==> src/rtl/imem_loader.sv <==
// imem_loader
// Writer side of the instruction-memory fetch interface. Receives a framed
// byte stream from a host link, assembles little-endian 32-bit words, writes
// them to instruction memory at byte addresses starting at BASE_ADDR, and
// holds the CPU in reset until a complete, checksum-verified image is loaded.
//
// Frame: LEN_LO, LEN_HI, 4*N data bytes (LSB of each word first), CSUM.
// CSUM is the XOR of every preceding byte of the frame.
//
// Ports:
//   clk_i        system clock, rising edge
//   rst_i        asynchronous, active-high reset
//   start_i      begin a new load (honoured in IDLE, DONE or ERR only)
//   byte_valid_i host byte available
//   byte_data_i  host byte
//   byte_ready_o loader accepts a byte this cycle
//   mem_we_o     one-cycle instruction-memory write strobe
//   mem_addr_o   word-aligned write byte address
//   mem_data_o   write data
//   cpu_hold_o   1 = CPU held in reset (0 only in DONE)
//   busy_o       load in progress
//   done_o       image loaded and verified
//   err_o        load failed (oversize image or bad checksum)
//   word_cnt_o   words written in the current or last load
module imem_loader #(
  parameter int unsigned DEPTH_WORDS = 256,
  parameter logic [31:0] BASE_ADDR   = 32'h0000_0000
) (
  input  logic        clk_i,
  input  logic        rst_i,
  input  logic        start_i,
  input  logic        byte_valid_i,
  input  logic [7:0]  byte_data_i,
  output logic        byte_ready_o,
  output logic        mem_we_o,
  output logic [31:0] mem_addr_o,
  output logic [31:0] mem_data_o,
  output logic        cpu_hold_o,
  output logic        busy_o,
  output logic        done_o,
  output logic        err_o,
  output logic [15:0] word_cnt_o
);

  localparam logic [2:0] S_IDLE = 3'd0;
  localparam logic [2:0] S_LEN0 = 3'd1;
  localparam logic [2:0] S_LEN1 = 3'd2;
  localparam logic [2:0] S_DATA = 3'd3;
  localparam logic [2:0] S_CSUM = 3'd4;
  localparam logic [2:0] S_DONE = 3'd5;
  localparam logic [2:0] S_ERR  = 3'd6;

  logic [2:0]  state;
  logic [7:0]  len_lo;
  logic [15:0] n_words;
  logic [7:0]  xor_acc;
  logic [1:0]  byte_idx;
  logic [23:0] word_asm;
  logic [15:0] word_cnt;
  logic [15:0] len_full;
  logic        accept;
  logic        last_word;

  // Status outputs are pure decodes of the state register, so an
  // asynchronous reset drives them to their idle values immediately.
  assign byte_ready_o = (state == S_LEN0) || (state == S_LEN1) ||
                        (state == S_DATA) || (state == S_CSUM);
  assign busy_o       = byte_ready_o;
  assign done_o       = (state == S_DONE);
  assign err_o        = (state == S_ERR);
  assign cpu_hold_o   = (state != S_DONE);
  assign word_cnt_o   = word_cnt;

  assign accept    = byte_valid_i && byte_ready_o;
  assign len_full  = {byte_data_i, len_lo};
  // Only evaluated in DATA, where n_words is at least 1.
  assign last_word = (word_cnt == (n_words - 16'd1));

  // word_cnt doubles as the word index: it equals the number of words
  // already written, which is exactly the index of the word being built.
  always_ff @(posedge clk_i or posedge rst_i) begin
    if (rst_i) begin
      state      <= S_IDLE;
      len_lo     <= 8'd0;
      n_words    <= 16'd0;
      xor_acc    <= 8'd0;
      byte_idx   <= 2'd0;
      word_asm   <= 24'd0;
      word_cnt   <= 16'd0;
      mem_we_o   <= 1'b0;
      mem_addr_o <= BASE_ADDR;
      mem_data_o <= 32'd0;
    end else begin
      mem_we_o <= 1'b0;
      case (state)
        S_IDLE, S_DONE, S_ERR: begin
          if (start_i) begin
            state    <= S_LEN0;
            word_cnt <= 16'd0;
            xor_acc  <= 8'd0;
            byte_idx <= 2'd0;
          end
        end
        S_LEN0: begin
          if (accept) begin
            len_lo  <= byte_data_i;
            xor_acc <= xor_acc ^ byte_data_i;
            state   <= S_LEN1;
          end
        end
        S_LEN1: begin
          if (accept) begin
            n_words <= len_full;
            xor_acc <= xor_acc ^ byte_data_i;
            if ({16'd0, len_full} > DEPTH_WORDS)
              state <= S_ERR;
            else if (len_full == 16'd0)
              state <= S_CSUM;
            else
              state <= S_DATA;
          end
        end
        S_DATA: begin
          if (accept) begin
            xor_acc <= xor_acc ^ byte_data_i;
            if (byte_idx == 2'd3) begin
              // Earlier bytes sit in word_asm LSB-first; this byte is b3.
              mem_we_o   <= 1'b1;
              mem_addr_o <= BASE_ADDR + {14'd0, word_cnt, 2'b00};
              mem_data_o <= {byte_data_i, word_asm};
              word_cnt   <= word_cnt + 16'd1;
              byte_idx   <= 2'd0;
              if (last_word)
                state <= S_CSUM;
            end else begin
              word_asm <= {byte_data_i, word_asm[23:8]};
              byte_idx <= byte_idx + 2'd1;
            end
          end
        end
        S_CSUM: begin
          if (accept)
            state <= (byte_data_i == xor_acc) ? S_DONE : S_ERR;
        end
        default: state <= S_IDLE;
      endcase
    end
  end

endmodule

==> config.mk <==
export PLATFORM = sky130hd
export DESIGN_NAME = imem_loader
export DESIGN_NICKNAME = d
export VERILOG_FILES = /design/src/rtl/imem_loader.sv
export SDC_FILE = /design/constraint.sdc
export NUM_CORES = 1
export LEC_CHECK = 0
export BUFFER_PORTS_ARGS = -buffer_cell sky130_fd_sc_hd__buf_2
export CAP_MARGIN = 20
export CORE_MARGIN = 8
export CORE_UTILIZATION = 45
export DETAILED_ROUTE_END_ITERATION = 7
export MAX_ROUTING_LAYER = met4
export PLACE_DENSITY = 0.73
export SLEW_MARGIN = 20
export SYNTH_ARGS = -nofsm -noshare
export SYNTH_HDL_FRONTEND = slang
export SYNTH_SLANG_ARGS = --single-unit
==> constraint.sdc <==
create_clock -name clk_i -period 7.13 [get_ports clk_i]
set_clock_uncertainty 0.1 [all_clocks]
set_input_delay 0.3565 -clock clk_i [delete_from_list [all_inputs] [get_ports clk_i]]
set_output_delay 0.3565 -clock clk_i [all_outputs]
set_load 0.05 [all_outputs]
==> summary.md, run 1 <==
| Metric | Value |
|---|---|
| Status | `finished clean` |
| IO Pins | `98` |
| ANT cells | `0` |
| FFs w/ async S/R, synth | `100.0%` |
| R2R cell count | `6` |
| Setup Crit Path Kind | `flip-flop to flip-flop` |
| RePlAce Congestion | `0.8667` |
| CTS H-Tree Depth | `4` |
| CTS tree | `yes` |
| Share of layout cells above drive strength 1 | `36.48%` |
| Max cap viols | `0` |
| WL met2 | `6.404 mm` |
| Max Clk Rate | `0.3514 GHz` |
| WL met1 | `5.835 mm` |
| Antenna violations before repair | `0` |
| Worst r2r dst | `xor_acc[3]` |
| Clock Tree Buf Depth | `2` |
| TritonCTS Buffers | `17` |
| Worst Path Required | `7.34 ns` |
| Total leakage power | `3.480 nW` |
| Grt ovf | `0` |
| Gr usage total | `16.14%` |
| Hold Fails Final Rpt | `0` |
| Crit Path Max Fanout | `17` |
| Largest net degree at the start of global routing | `72` |
| Fin nets | `605` |
| Synth cell types | `62` |
| DR pass1 iterations | `4` |
| Fillers | `1,175` |
| Sequential area share after synthesis | `51.66%` |
| Placed wire-length estimate | `9.206 mm` |
| Fin crit period | `2.846 ns` |
| HP Class | `input port to flip-flop` |
| CP startpoint kind | `flip-flop` |
| Initial drt markers | `191` |
| Worst VDD drop | `0.0003593 V` |
| Vias after detailed routing | `4,095` |
| CTS root buf | `clkbuf_16` |
| Core area | `0.01324 sq mm` |
| Worst hold path endpoint | `xor_acc[5]` |
| # DRC | `0` |
| Arrival time worst endpoint | `3.05 ns` |
| Slew Limit Fails | `0` |
| DP Cell Count | `746` |
| Total clock sinks | `126` |
| Final wirelength | `13.24 mm` |
| Cell row count | `42` |
| Top Metal Used | `met4` |
| Worst rel slew slack | `40.37%` |
| Pwr dens | `453.0 mW/mm^2` |
| Total negative slack | `0 ns` |
| Post-Syn Instances | `513` |
| Worst skew pair latency | `0.41 ns` |
| Drt via density | `5.257` |
| Final worst-path cycle share | `39.91%` |
| Reg-to-reg setup timing slack | `4.28 ns` |
| Unrepaired setup endpoints after global routing | `no` |
| Post-route insts no fill | `779` |
| CTS clock-pin slew for the worst setup and hold paths | `0.06 ns` |
| Hold buffer count at CTS | `1` |
| Yosys warning total | `0` |
| Synthesized area per cell | `11.90 sq um` |
| WL met3 | `798 microns` |
| Number of flops mapped to enable cells by yosys | `0` |
| Die width | `132.5 microns` |
| #FFs+latches synth | `126` |
| Die H | `132.5 microns` |
| Post-route ant nets | `0` |
| Hold path startpoint | `byte_data_i[5]` |
| Area growth syn-to-layout | `17.45%` |
| Vias in the first global route | `4,422` |
| Post-Syn Area | `0.006103 sq mm` |
| Cells resized by post-CTS repair | `0` |
| Wire per inst | `16.99 microns` |
| Worst-Margin Slew | `0.8945 ns` |
| Hold Crit Depth | `3` |
| Setup bufs post-CTS | `0` |
| Port Buffers | `81` |
| Endpoint type of the worst setup path | `flip-flop` |
| Main synth FF type | `dfrtp_1` |
| Starting Density | `46.09%` |
| Full die area | `0.01755 sq mm` |
| Final setup fails | `0` |
| First-pass GRT wire length | `22.31 mm` |
| FF-to-FF Start | `state[1]` |
[synth_stat cells (all sizes together), types with 3 or more instances]
master / instances / area, sq um
dfrtp: 126 / 3153
mux2: 92 / 1036
buf: 41 / 276.5
nor2: 35 / 133.9
o21ai: 30 / 150.1
nand2: 23 / 86.33
xnor2: 21 / 183.9
xor2: 19 / 166.4
nand3: 12 / 60.06
inv: 10 / 37.54
a21oi: 8 / 43.79
nor3: 8 / 50.05
nor4: 8 / 71.32
nand3b: 7 / 56.30
nand4: 7 / 43.79
and3: 5 / 31.28
nand2b: 4 / 27.53
ha: 3 / 37.54
nor2b: 3 / 18.77
o211a: 3 / 30.03
o211ai: 3 / 22.52
o31ai: 3 / 22.52
or2: 3 / 18.77
or3: 3 / 18.77
[state kept, by name, summed over array words and instances, names as in the netlist]
name        count
byte_idx        2
len_lo          8
mem_addr_o     16
mem_data_o     32
mem_we_o        1
n_words        16
state           3
word_asm       24
word_cnt_o     16
xor_acc         8
[logic make-up (layout without fill, tap and decap cells)]
| family | Yosys count | in the layout | share of synthesized area [%] |
|---|---|---|---|
| buffers and inverters | 53 | 128 | 5.269 |
| AOI/OAI and AO/OA | 64 | 64 | 7.011 |
| xor gates and xnor gates | 40 | 40 | 5.740 |
| and+or+nand+nor | 131 | 131 | 12.18 |
| adders and majority gates | 4 | 4 | 0.7791 |
| muxes | 94 | 94 | 17.30 |
| DFF | 126 | 126 | 51.66 |
| other | 1 | 16 | 0.06144 |
[worst max path at each step]
stage,endpoint,start,depth (start not counted)
2_1_floorplan,byte_idx[0],rst_i,1
3_3_place_gp,mem_data_o[13],state[1],4
3_5_place_dp,xor_acc[3],state[1],6
4_1_cts,xor_acc[3],state[1],6
5_1_grt,xor_acc[3],state[2],6
6_report,xor_acc[3],state[1],6
[per-stage QoR]
| step | worst slack [ns] | util (%) | area (sq um) | hold slack (ns) | total power, mW |
|---|---|---|---|---|---|
| final | 4.284 | 54.13 | 7168 | 0.2058 | 3.247 |
| after global placement | 4.291 | 49.40 | 6541 | 0.3595 | 2.317 |
| after detailed placement | 4.360 | 49.43 | 6546 | 0.3734 | 2.370 |
| after CTS | 4.321 | 54.13 | 7168 | 0.1878 | 3.273 |
| after global routing | 4.032 | 54.13 | 7168 | 0.2136 | 3.430 |
| after floorplan | 3.318 | - | 6160 | 0.3541 | 2.112 |
[where the power goes]
| part | switching (mW) | internal [mW] |
|---|---|---|
| Clock | 0.304 | 0.578 |
| Combinational | 0.724 | 0.446 |
| Sequential | 0.230 | 0.964 |
| Total | 1.26 | 1.99 |
[cell usage in the layout (no fill, tap or decap), types with 7 or more instances in the layout]
| cell type | Yosys | layout |
|---|---|---|
| dfrtp_1 | 126 | 126 |
| mux2_2 | 85 | 85 |
| buf_2 | 17 | 81 |
| nor2_1 | 34 | 34 |
| o21ai_0 | 28 | 28 |
| nand2_1 | 23 | 22 |
| xnor2_1 | 21 | 21 |
| xor2_1 | 19 | 19 |
| clkbuf_16 | 0 | 17 |
| conb_1 | 1 | 16 |
| nand3_1 | 12 | 12 |
| inv_1 | 10 | 9 |
| a21oi_1 | 7 | 7 |
| nand4_1 | 7 | 7 |
| mux2_1 | 7 | 7 |
[cell type report]
cell class	instances	area [sq um]	share of cell area, %
sequential	126	3153	43.99
multi-input combinational	349	2698	37.63
clock buffer	23	478.0	6.668
timing repair buffer	86	445.4	6.214
tap	176	220.2	3.072
clock inverter	9	133.9	1.868
inverter	10	40.04	0.5586
[worst max-delay path, cell delays in order (launching register included)]
cell and delay (ns):
dfrtp_1 0.58, nor2b_1 0.63, nor3_1 0.11, o21a_1 0.42, a21oi_1 0.58, o21ai_0 0.18
o21ai_0 0.14
[per-layer routing]
layer	vias up	global-route usage, %
met2	107	25.95
met1	2040	18.13
li1	1931	-
met4	0	6.246
met5	-	-
met3	17	5.753
Power figures use the tool's default switching activity.
==> run 2: changes to the inputs <==
Settings changed: PLACE_DENSITY 0.73 to 0.75.
Clock period 7.13 ns to 2.39 ns, I/O delays scaled along.
==> run 2 against run 1 <==
Total power grew to 3.0 times the previous value. Global-route usage increased by 0.68 points. Critical path depth is the same. Setup slack got worse by 4.1 ns. Largest cell class unchanged. Via count increased by 4.6%. Sequential cell count unchanged.
==> summary.md, run 2 (synthesis results as in run 1) <==
| Metric | Value |
|---|---|
| Status | `finished clean` |
| Fin crit period | `2.196 ns` |
| RePlAce Congestion | `0.8970` |
| Max cap viols | `0` |
| Top reg by flops | `mem_data_o` |
| Worst-Margin Slew | `0.6781 ns` |
| Starting Density | `46.09%` |
| Setup Crit Path Kind | `flip-flop to flip-flop` |
| Die width | `132.5 microns` |
| CTS root buf | `clkbuf_16` |
| First-pass GRT wire length | `23.20 mm` |
| Grt ovf | `0` |
| Core Util, Final | `55.03%` |
| Top flop regs | `mem_data_o (32), word_asm (24)` |
| Hold Fails Final Rpt | `0` |
| Gr usage total | `16.83%` |
| TritonCTS Buffers | `17` |
| Delay of the slowest cell on the worst path | `0.42 ns` |
| Slowest cell on crit path | `or3_1` |
| Worst skew pair latency | `0.41 ns` |
| Unrepaired setup endpoints after global routing | `no` |
| Pwr dens | `1315 mW/mm^2` |
| HP Class | `input port to flip-flop` |
| Max Clk Rate | `0.4553 GHz` |
| Port Buffers | `81` |
| # DRC | `0` |
| Final worst-path cycle share | `91.89%` |
| Final setup fails | `0` |
| Antenna violations before repair | `0` |
| Clock Tree Buf Depth | `2` |
| Total clock sinks | `126` |
| DR pass1 iterations | `6` |
| CP startpoint kind | `flip-flop` |
| Fin nets | `621` |
| CTS H-Tree Depth | `4` |
| Initial drt markers | `241` |
| Vias in the first global route | `4,473` |
| Wire per inst | `17.23 microns` |
| Core area | `0.01324 sq mm` |
| Max FFs per register | `32` |
| Arrival time worst endpoint | `2.43 ns` |
| Total leakage power | `3.521 nW` |
| Vias after detailed routing | `4,284` |
| Worst rel slew slack | `54.70%` |
| Worst VDD drop | `0.001062 V` |
| Placed wire-length estimate | `9.756 mm` |
| Most common cell after layout, fill and taps aside | `dfrtp_1` |
| Endpoint type of the worst setup path | `flip-flop` |
| Crit path cell chain | `ha_1 -> nand4b_1 -> a21boi_1 -> o2111ai_2 -> or3_1 -> a21oi_1` |
| Slew Limit Fails | `0` |
| CTS tree | `yes` |
| Full die area | `0.01755 sq mm` |
| Die H | `132.5 microns` |
| Final wirelength | `13.70 mm` |
| Post-route ant nets | `0` |
| IO Pins | `98` |
| Cell row count | `42` |
| Area growth syn-to-layout | `19.39%` |
| Share of layout cells above drive strength 1 | `37.96%` |
| Crit Path Max Fanout | `9` |
| Setup bufs post-CTS | `0` |
| Commonest non-fill, non-tap cells in the layout | `dfrtp_1 (126), mux2_2 (85), buf_2 (81)` |
| Largest net degree at the start of global routing | `49` |
| Worst Path Required | `2.62 ns` |
| ANT cells | `0` |
| Total negative slack | `0 ns` |
| CTS clock-pin slew for the worst setup and hold paths | `0.06 ns` |
| Drt via density | `5.389` |
==> run 2: where the power goes <==
group | switching (mW) | internal (mW)
sequential | 0.641 | 2.88
clock | 0.958 | 1.46
combinational | 2.25 | 1.40
total | 3.85 | 5.74
==> run 2: cell type report <==
class	instances	area [sq um]
clock buffers	19	442.9
clock inverters	13	115.1
fillers	1155	5956
inverters	10	41.29
multi-input cells	349	2709
flip-flops and latches	126	3153
well taps	176	220.2
repair buffers	102	605.6
==> run 2: path summary, 6_finish.rpt <==
path / slack [ns] / cells after the start / from / to
max: 0.19 / 6 / byte_idx[0] / word_cnt_o[6]
min: 0.03 / 3 / byte_data_i[3] / xor_acc[3]
max reg2reg: 0.19 / 6 / byte_idx[0] / word_cnt_o[6]
min reg2reg: 0.38 / 2 / mem_addr_o[3] / mem_addr_o[3]
max in group asynchronous: 1.21 / 4 / rst_i / word_cnt_o[13]
min in group asynchronous: 0.26 / 3 / rst_i / mem_data_o[25]
==> run 2: critical path, delay by kind of cell (launching register included) <==
family | cells | cell delay, ns
flops | 1 | 0.37
compound gates | 3 | 0.83
fa+ha+maj | 1 | 0.28
simple gates | 2 | 0.54
==> run 2: timing repair <==
action                                  4_1_cts  5_1_grt
endpoints found under the setup margin        0        3
gates resized for setup                       0        2
hold buffers                                  7        0
hold endpoints to repair                     36        0
==> run 2: metal layers <==
layer / global-route usage (%) / share of wire [%] / vias to the layer above
met5: - / 0 / -
met4: 5.237 / 1.4 / 0
met3: 5.905 / 6.2 / 15
met2: 25.81 / 47 / 121
met1: 20.47 / 45 / 2179
li1: - / - / 1969
==> run 2: per-stage QoR <==
step / std cells / hold WS, ns / total power [mW] / instance area [sq um] / setup slack (ns)
final: 795 / 0.02955 / 9.584 / 7287 / 0.1937
after global routing: 795 / 0.03679 / 10.10 / 7287 / 0.01453
after CTS: 795 / 0.01394 / 9.634 / 7273 / 0.1267
after detailed placement: 756 / 0.1500 / 7.153 / 6645 / 0.1027
after global placement: 756 / 0.1408 / 7.003 / 6645 / 0.1487
after floorplan: 528 / 0.1666 / 6.303 / 6166 / 0.1689
